File: src/rtl/dbg_loader_pkg.sv
// Shared types and constants for the debug program loader: FSM states,
// command byte encodings and the instruction word geometry.
package dbg_loader_pkg;

    typedef enum logic [2:0] {
        ST_IDLE,
        ST_CNT_LO,
        ST_CNT_HI,
        ST_BYTE,
        ST_SETUP,
        ST_WRITE,
        ST_HOLD,
        ST_RUN
    } state_e;

    localparam logic [7:0] CMD_LOAD    = 8'hA5;
    localparam logic [7:0] CMD_RUN     = 8'h5A;
    localparam logic [7:0] CMD_CLR_ERR = 8'hC3;

    localparam int WORD_BYTES = 4;
    localparam int IDX_W      = $clog2(WORD_BYTES);

    // States in which the write handshake owns addr/instr and no byte may be taken.
    function automatic logic is_stall(state_e s);
        return (s == ST_SETUP) || (s == ST_WRITE) || (s == ST_HOLD);
    endfunction

endpackage

File: src/rtl/byte_word_assembler.sv
// Collects WORD_BYTES payload bytes into one little-endian word; the first
// byte received lands in bits [7:0]. word_done_o flags the final byte.
module byte_word_assembler
    import dbg_loader_pkg::*;
#(
    parameter int XLEN = 32
) (
    input  logic            clk,
    input  logic            rst,
    input  logic            clr_i,
    input  logic            shift_i,
    input  logic [7:0]      byte_i,
    output logic [XLEN-1:0] word_o,
    output logic            word_done_o
);

    logic [IDX_W-1:0] idx_q;
    logic [XLEN-1:0]  word_q;

    always_ff @(posedge clk or negedge rst) begin
        if (!rst) begin
            idx_q  <= '0;
            word_q <= '0;
        end else if (clr_i) begin
            idx_q  <= '0;
        end else if (shift_i) begin
            // Shifting right means the earliest byte ends up lowest after 4 shifts.
            word_q <= {byte_i, word_q[XLEN-1:8]};
            idx_q  <= idx_q + IDX_W'(1);
        end
    end

    assign word_o      = word_q;
    assign word_done_o = shift_i && (idx_q == IDX_W'(WORD_BYTES - 1));

endmodule

File: src/rtl/dbg_loader.sv
// Byte-stream debug loader for cpuCore: parses LOAD/RUN/CLR_ERR commands,
// writes assembled instruction words through the debug port, gates core reset.
module dbg_loader
    import dbg_loader_pkg::*;
#(
    parameter int XLEN      = 32,
    parameter int BASE_ADDR = 0,
    parameter int CNT_W     = 16
) (
    input  logic            clk,
    input  logic            rst,
    input  logic            rx_valid,
    input  logic [7:0]      rx_data,
    output logic            rx_ready,
    output logic            dbg_wr_en,
    output logic [XLEN-1:0] dbg_addr,
    output logic [XLEN-1:0] dbg_instr,
    output logic            core_rst,
    output logic            busy,
    output logic            err
);

    state_e           state_q, state_d;
    logic [XLEN-1:0]  addr_q, addr_d;
    logic [CNT_W-1:0] cnt_q, cnt_d;
    logic [7:0]       cnt_lo_q, cnt_lo_d;
    logic             core_rst_q, core_rst_d;
    logic             err_q, err_d;
    logic             wr_en_q, busy_q;
    logic             accept;
    logic             asm_clr, asm_shift, word_done;
    logic [CNT_W-1:0] cnt_new;

    assign rx_ready = !is_stall(state_q);
    assign accept   = rx_valid && rx_ready;
    assign cnt_new  = CNT_W'({rx_data, cnt_lo_q});

    byte_word_assembler #(.XLEN(XLEN)) u_asm (
        .clk         (clk),
        .rst         (rst),
        .clr_i       (asm_clr),
        .shift_i     (asm_shift),
        .byte_i      (rx_data),
        .word_o      (dbg_instr),
        .word_done_o (word_done)
    );

    always_comb begin
        state_d    = state_q;
        addr_d     = addr_q;
        cnt_d      = cnt_q;
        cnt_lo_d   = cnt_lo_q;
        core_rst_d = core_rst_q;
        err_d      = err_q;
        asm_clr    = 1'b0;
        asm_shift  = 1'b0;
        case (state_q)
            ST_IDLE, ST_RUN: begin
                if (accept) begin
                    if (rx_data == CMD_LOAD) begin
                        core_rst_d = 1'b1;
                        addr_d     = XLEN'(BASE_ADDR);
                        asm_clr    = 1'b1;
                        state_d    = ST_CNT_LO;
                    end else if (rx_data == CMD_RUN) begin
                        state_d    = ST_RUN;
                        core_rst_d = 1'b0;
                    end else if (rx_data == CMD_CLR_ERR) begin
                        err_d      = 1'b0;
                    end else begin
                        err_d      = 1'b1;
                    end
                end
            end
            ST_CNT_LO: begin
                if (accept) begin
                    cnt_lo_d = rx_data;
                    state_d  = ST_CNT_HI;
                end
            end
            ST_CNT_HI: begin
                if (accept) begin
                    cnt_d   = cnt_new;
                    state_d = (cnt_new == '0) ? ST_IDLE : ST_BYTE;
                end
            end
            ST_BYTE: begin
                asm_shift = accept;
                if (word_done) state_d = ST_SETUP;
            end
            ST_SETUP: state_d = ST_WRITE;
            ST_WRITE: state_d = ST_HOLD;
            ST_HOLD: begin
                // Address advances only on leaving HOLD so the core sees stable
                // addr/instr across the whole setup-strobe-hold window.
                addr_d  = addr_q + XLEN'(WORD_BYTES);
                cnt_d   = cnt_q - CNT_W'(1);
                state_d = (cnt_q == CNT_W'(1)) ? ST_IDLE : ST_BYTE;
            end
            default: state_d = ST_IDLE;
        endcase
    end

    always_ff @(posedge clk or negedge rst) begin
        if (!rst) begin
            state_q    <= ST_IDLE;
            addr_q     <= '0;
            cnt_q      <= '0;
            cnt_lo_q   <= '0;
            core_rst_q <= 1'b1;
            err_q      <= 1'b0;
            wr_en_q    <= 1'b0;
            busy_q     <= 1'b0;
        end else begin
            state_q    <= state_d;
            addr_q     <= addr_d;
            cnt_q      <= cnt_d;
            cnt_lo_q   <= cnt_lo_d;
            core_rst_q <= core_rst_d;
            err_q      <= err_d;
            wr_en_q    <= (state_d == ST_WRITE);
            busy_q     <= (state_d != ST_IDLE) && (state_d != ST_RUN);
        end
    end

    assign dbg_wr_en = wr_en_q;
    assign dbg_addr  = addr_q;
    assign core_rst  = core_rst_q;
    assign busy      = busy_q;
    assign err       = err_q;

endmodule

File: config.mk
export PLATFORM = sky130hd
export DESIGN_NAME = dbg_loader
export DESIGN_NICKNAME = d
export VERILOG_FILES = /design/src/rtl/dbg_loader_pkg.sv /design/src/rtl/byte_word_assembler.sv /design/src/rtl/dbg_loader.sv
export SDC_FILE = /design/constraint.sdc
export NUM_CORES = 1
export LEC_CHECK = 0
export CAP_MARGIN = 20
export CORE_MARGIN = 4
export CORE_UTILIZATION = 40
export CTS_BUF_LIST = sky130_fd_sc_hd__clkbuf_2
export CTS_CLUSTER_SIZE = 8
export DETAILED_ROUTE_END_ITERATION = 6
export PLACE_DENSITY = 0.69
export SLEW_MARGIN = 20
export SYNTH_ARGS = -nofsm -noshare
export SYNTH_HDL_FRONTEND = slang
export SYNTH_SLANG_ARGS = --single-unit
File: constraint.sdc
create_clock -name clk -period 2.2 [get_ports clk]
set_clock_uncertainty 0.05 [all_clocks]
set_input_delay 0.33 -clock clk [delete_from_list [all_inputs] [get_ports clk]]
set_output_delay 0.33 -clock clk [all_outputs]
set_load 0.05 [all_outputs]
Word level (Yosys, flattened, before mapping)
Cells that the tools add are included.
{ "word_totals": {"reg_bits": 97, "input_bits": 11, "out_inout_bits": 69, "word_cells": 76} }
{ "classes": {"addsub": 3, "eq_ne": 17, "muxes": 23, "bitwise": 3, "n_reduce_logical": 20} }
{ "ops": {"columns": ["cell", "n"], "rows": [
  ["32-bit 2-to-1 mux", 2],
  ["32-bit one-hot mux with 2 select lines", 1],
  ["32-bit by 3-bit adder with 32-bit output (second input constant)", 1],
  ["16-bit one-hot mux with 2 select lines", 1],
  ["3-bit one-hot mux with 7 select lines", 1],
  ["3-bit 2-to-1 mux", 6],
  ["16-bit by 1-bit equality test with 1-bit output (second input constant)", 1],
  ["8-bit equality test (second input constant)", 2],
  ["16-bit zero test", 1],
  ["16-bit 2-to-1 mux", 1],
  ["16-bit by 1-bit subtractor with 16-bit output (second input constant)", 1],
  ["3-bit equality test (second input constant)", 5],
  ["8-bit by 7-bit equality test with 1-bit output (second input constant)", 1],
  ["2-bit 2-to-1 mux", 4],
  ["2-bit nonzero test", 4],
  ["1-bit 2-to-1 mux", 7],
  ["3-bit by 2-bit equality test with 1-bit output (second input constant)", 2],
  ["2-bit inequality test (second input constant)", 3],
  ["2-bit AND reduction", 3],
  ["3-bit AND reduction", 2],
  ["4-bit AND reduction", 1],
  ["3-bit by 1-bit equality test with 1-bit output (second input constant)", 1],
  ["1-bit logical AND", 3],
  ["3-bit zero test", 1],
  ["other kinds (8)", 11]
]} }

Depth between registers and ports, before layout
{ "depth": {"depth_word": 11, "mapped_depth": 8, "ltp_nobuf": 7} }

By module
A second synthesis with hierarchy kept.
{ "hier_totals": {"cells_unflattened": 451, "hier_area_um2": 4800.9} }
{ "modules_own_cells": {"columns": ["module", "n_inst", "cells_each", "area_per_inst_um2", "seq_area_each_um2"], "rows": [
  ["dbg_loader", 1, 374, 3345.7, 1527.7],
  ["byte_word_assembler", 1, 77, 1455.1, 850.8]
]} }

Worst setup path after synthesis
No wires, ideal clock.
{ "synth_path": {"kind": "flip-flop to flip-flop", "from": "register addr_q[12] (netlist: dbg_addr[12])", "to": "register addr_q[29] (netlist: dbg_addr[29])", "setup_ns": 0.077, "t_arrival_ns": 2.164, "required_ns": 2.073, "path_slack_ns": -0.091, "stages_incl_launch_ff": 6, "n_path_buf": 0, "synth_period_minus_slack_ns": 2.291, "cell_sequence": "dfrtp_1 -> nand4_1 -> nor3_1 -> nand4_1 -> or4_1 -> a21oi_1"} }
{ "synth_between": {"elab_chain_cells": 2} }
{ "synth_rtl": {"columns": ["element", "line_no", "rtl"], "rows": [
  ["start, declared", "dbg_loader.sv:24", "logic [XLEN-1:0] addr_q, addr_d;"],
  ["start signal, assigned", "dbg_loader.sv:116", "addr_q <= addr_d;"],
  ["32-bit by 3-bit adder with 32-bit output", "dbg_loader.sv:96", "addr_d = addr_q + XLEN'(WORD_BYTES);"],
  ["32-bit one-hot mux with 2 select lines", "dbg_loader.sv:57", "case (state_q)"]
]} }
No other way between the ends.
A chain may end at the register's enable or synchronous reset.

Worst setup path after layout
{ "layout_path": {"from": "register core_rst_q (netlist: core_rst)", "to": "output core_rst"} }
{ "layout_rtl": {"columns": ["element", "line_no", "rtl"], "rows": [
  ["start, declared", "dbg_loader.sv:27", "logic core_rst_q, core_rst_d;"],
  ["start signal, assigned", "dbg_loader.sv:119", "core_rst_q <= core_rst_d;"],
  ["end, declared", "dbg_loader.sv:18", "output logic core_rst,"]
]} }
No word-level cell between the ends.

==> impl_metrics.ini <==
[pwr]
ir_worst_vdd_mv = 0.608
p_per_area_mw_per_mm2 = 1510
p_leak_nw = 2.68

[min_path]
min_path_type = in2async

[clocking]
cts_setup_buffers = 0
htree_levels = 3
cts_tree = built
cts-root-buf = clkbuf_2
cts_max_path_buffers = 2
clock_latency_ps = 610
cts_buffers = 9
clock-sinks = 95
clk_pin_slew_ps = 270

[sta]
slew_headroom_pct = 64.9
fin_crit_sh_pct = 95.6
drv_slew = 0
hold_viol = 0
fmax_ghz = 0.475
finalSetupViolations = 0
rsz0062_at_grt = false
tightestPinTransition_ps = 529
min_period_ps = 2100

[global_routing]
grt_usage_pct = 17.6
gr-total-overflow = 0
grt_pass1_vias = 4097
grt_max_degree = 52
antenna_found_initial = 0
grt_pass1_wl_um = 20400

[yosys]
yosys_register_bits = 95
ys_types = 64
syn_area_mm2 = 0.00489
avgSynthCellArea_um2 = 9.12
async_flop_share_pct = 100
synth_edf_count = 0
ys_seq_area_share_pct = 48.7
yosys_warnings = 0
syn_inst = 536
yosys_most_used_dff = dfrtp_1

[floorplanning]
die_y_um = 119
dieArea_mm2 = 0.0141
std_cell_rows = 40
fp.coreArea_mm2 = 0.0120
start_util_pct = 40.9
num_io_pins = 80
die_w_um = 119

[worst_setup_path]
reg2reg_from = cnt_q[0]$_DFFE_PN0P_
end_kind = output pin
worst-path-max-fanout = 2
cp_data_arrival_time_ps = 1720
startpoint_type = flip-flop
worstPathCellList = clkdlybuf4s15_1
slowest_delay_ps = 590
r2r_slack_ps = 160
reg2reg_depth = 7
cp_top_family = flip-flops
critPathBufInv = 1
critPathKind = reg2out
cpMaxStageDelayCell = dfstp_2
cp.required_ps = 1820
r2r_end = cnt_q[10]$_DFFE_PN0P_

[layout]
register_area_mm2 = 0.00239
finalCoreUtilization_pct = 51.3
syn2layout_area_growth_pct = 25.4
fillers = 1093
antenna_cells = 0
final_area_mm2 = 0.00613
final_nets = 652
drive_gt1_share_pct = 15.9
multi_input_area_mm2 = 0.00226

[route]
vias_per_cell = 5.56
wl_um = 12600
drt_iter0_markers = 279
wl_per_cell_um = 15.9
vias = 4384
drt_pass1_iterations = 4
final_antenna_net_count = 0
drc = 0

[placed_design]
gp_congestion = 0.904
hpwl_um = 8870
portBuffers = 77
placed_cell_area_mm2 = 0.00604

[flow_run]
maxCapViolations = 0

[run_status]
status = finished clean
[cells in the mapped netlist (all sizes together) (2+ instances only)]
cell type    n  area share, %
nor3        10            1.0
mux2i        3           0.61
nand2      132             10
o31ai       11            1.7
and4         4           0.77
nand4       12            1.7
or4         14            2.2
nor4        10            1.5
mux2         9            2.1
and2         4           0.54
o221ai       3           0.54
o311ai       2           0.36
or2          2           0.26
inv          8           0.61
xnor2        4           0.72
o22ai        6           0.77
dfrtp       94             48
nor2b        2           0.26
nand3       15            1.5
nor3b        2           0.31
ha           4            1.0
and3         8            1.1
nor4b        2           0.49
nor2        30            2.3
or3         10            1.4
xor2         7            1.3
nand4b       4           0.72
clkbuf      27            3.4
o22a         6            1.1
nand2b       2           0.26
o21ai       25            2.6
buf          8            1.3
a21oi       37            3.8
o211ai       5           0.77
[cell type report]
type | count | area share, %
timing repair buffer | 124 | 18.0
tap | 147 | 3.00
sequential | 95 | 39.0
clock buffer | 10 | 0.816
clock inverter | 6 | 1.76
multi-input combinational | 399 | 36.9
inverter | 8 | 0.490
[kinds of logic (layout without fill, tap and decap cells)]
| logic type | after synthesis | in the layout | synth area share, % |
|---|---|---|---|
| AND/OR/NAND/NOR | 267 | 267 | 27.2 |
| AO/OA/AOI/OAI | 103 | 103 | 13.2 |
| flip-flops | 95 | 95 | 48.7 |
| buffers and inverters | 43 | 148 | 5.25 |
| multiplexers | 12 | 12 | 2.69 |
| XOR/XNOR | 11 | 11 | 1.97 |
| adder cells (fa/ha/maj) | 4 | 4 | 1.02 |
| other | 1 | 2 | 0.0767 |
[cell usage in the layout, fill, tap and decap left out, drive strengths merged, types with 3 or more instances in the layout]
master,n
o22ai,6
o31ai,11
nand4b,4
mux2i,3
ha,4
bufinv,3
and2,4
inv,9
nor4,10
clkbuf,10
a21oi,37
nor3,10
mux2,9
and4,4
nand4,12
nor2,30
nand3,15
o221ai,3
o211ai,5
nand2,132
buf,48
dlygate4sd2,65
xor2,7
o21ai,25
dfrtp,94
o22a,6
xnor2,4
or3,10
or4,14
clkdlybuf4s50,9
and3,8
[flip-flops by register name, indices dropped and copies added (netlist names)]
register / count
state_q: 3
dbg_wr_en: 1
cnt_q: 16
u_asm.word_o: 32
u_asm.idx_q: 2
err: 1
busy: 1
cnt_lo_q: 8
dbg_addr: 30
core_rst: 1
[metal layers]
metal  vias to the layer above  track usage (%)  share of wire, %
li1                       2106                -                 -
met1                      2145             23.0                43
met2                       113             28.4                49
met3                        20             3.88               5.6
met4                         0             6.95               1.8
met5                         -                0                 0
[power by group]
group          total [W]  internal (W)  leakage (nW)  switching (W)
registers        0.00314       0.00244          1.09       0.000701
logic            0.00498       0.00166          1.49        0.00332
clock network    0.00111      0.000493        0.0939       0.000617
total            0.00923       0.00460          2.68        0.00463
[what timing repair did]
action | CTS | global route
resized for setup | 66 | 3
setup endpoints to repair | 66 | 4
cloned | 0 | 0
hold endpoints to repair | 94 | 0
hold buffers | 1 | 0
[worst max-delay path by stage]
stage	start	slack, ps	endpoint	depth (start not counted)
after global placement	rx_data[4]	-170	dbg_addr[29]$_DFFE_PN0P_	6
after floorplan	dbg_addr[10]$_DFFE_PN0P_	7	dbg_addr[19]$_DFFE_PN0P_	5
final	core_rst$_DFFE_PN1P_	100	core_rst	1
after detailed placement	rx_data[4]	-220	dbg_addr[28]$_DFFE_PN0P_	6
after CTS	cnt_q[0]$_DFFE_PN0P_	10	cnt_q[10]$_DFFE_PN0P_	7
after global routing	cnt_q[0]$_DFFE_PN0P_	10	cnt_q[10]$_DFFE_PN0P_	7
[through the flow]
step	setup slack [ps]	power (W)	hold slack, ps	instances	setup TNS (ps)
floorplan	7.10	0.00662	-15.6	537	0
detailed placement	-217	0.00846	252	772	-3010
finish	95.7	0.00923	86.9	789	0
global placement	-168	0.00835	245	772	-2330
CTS	11.7	0.00926	73.8	789	0
global route	12.1	0.00983	98.9	789	0
(Power assumes the default switching activity.)
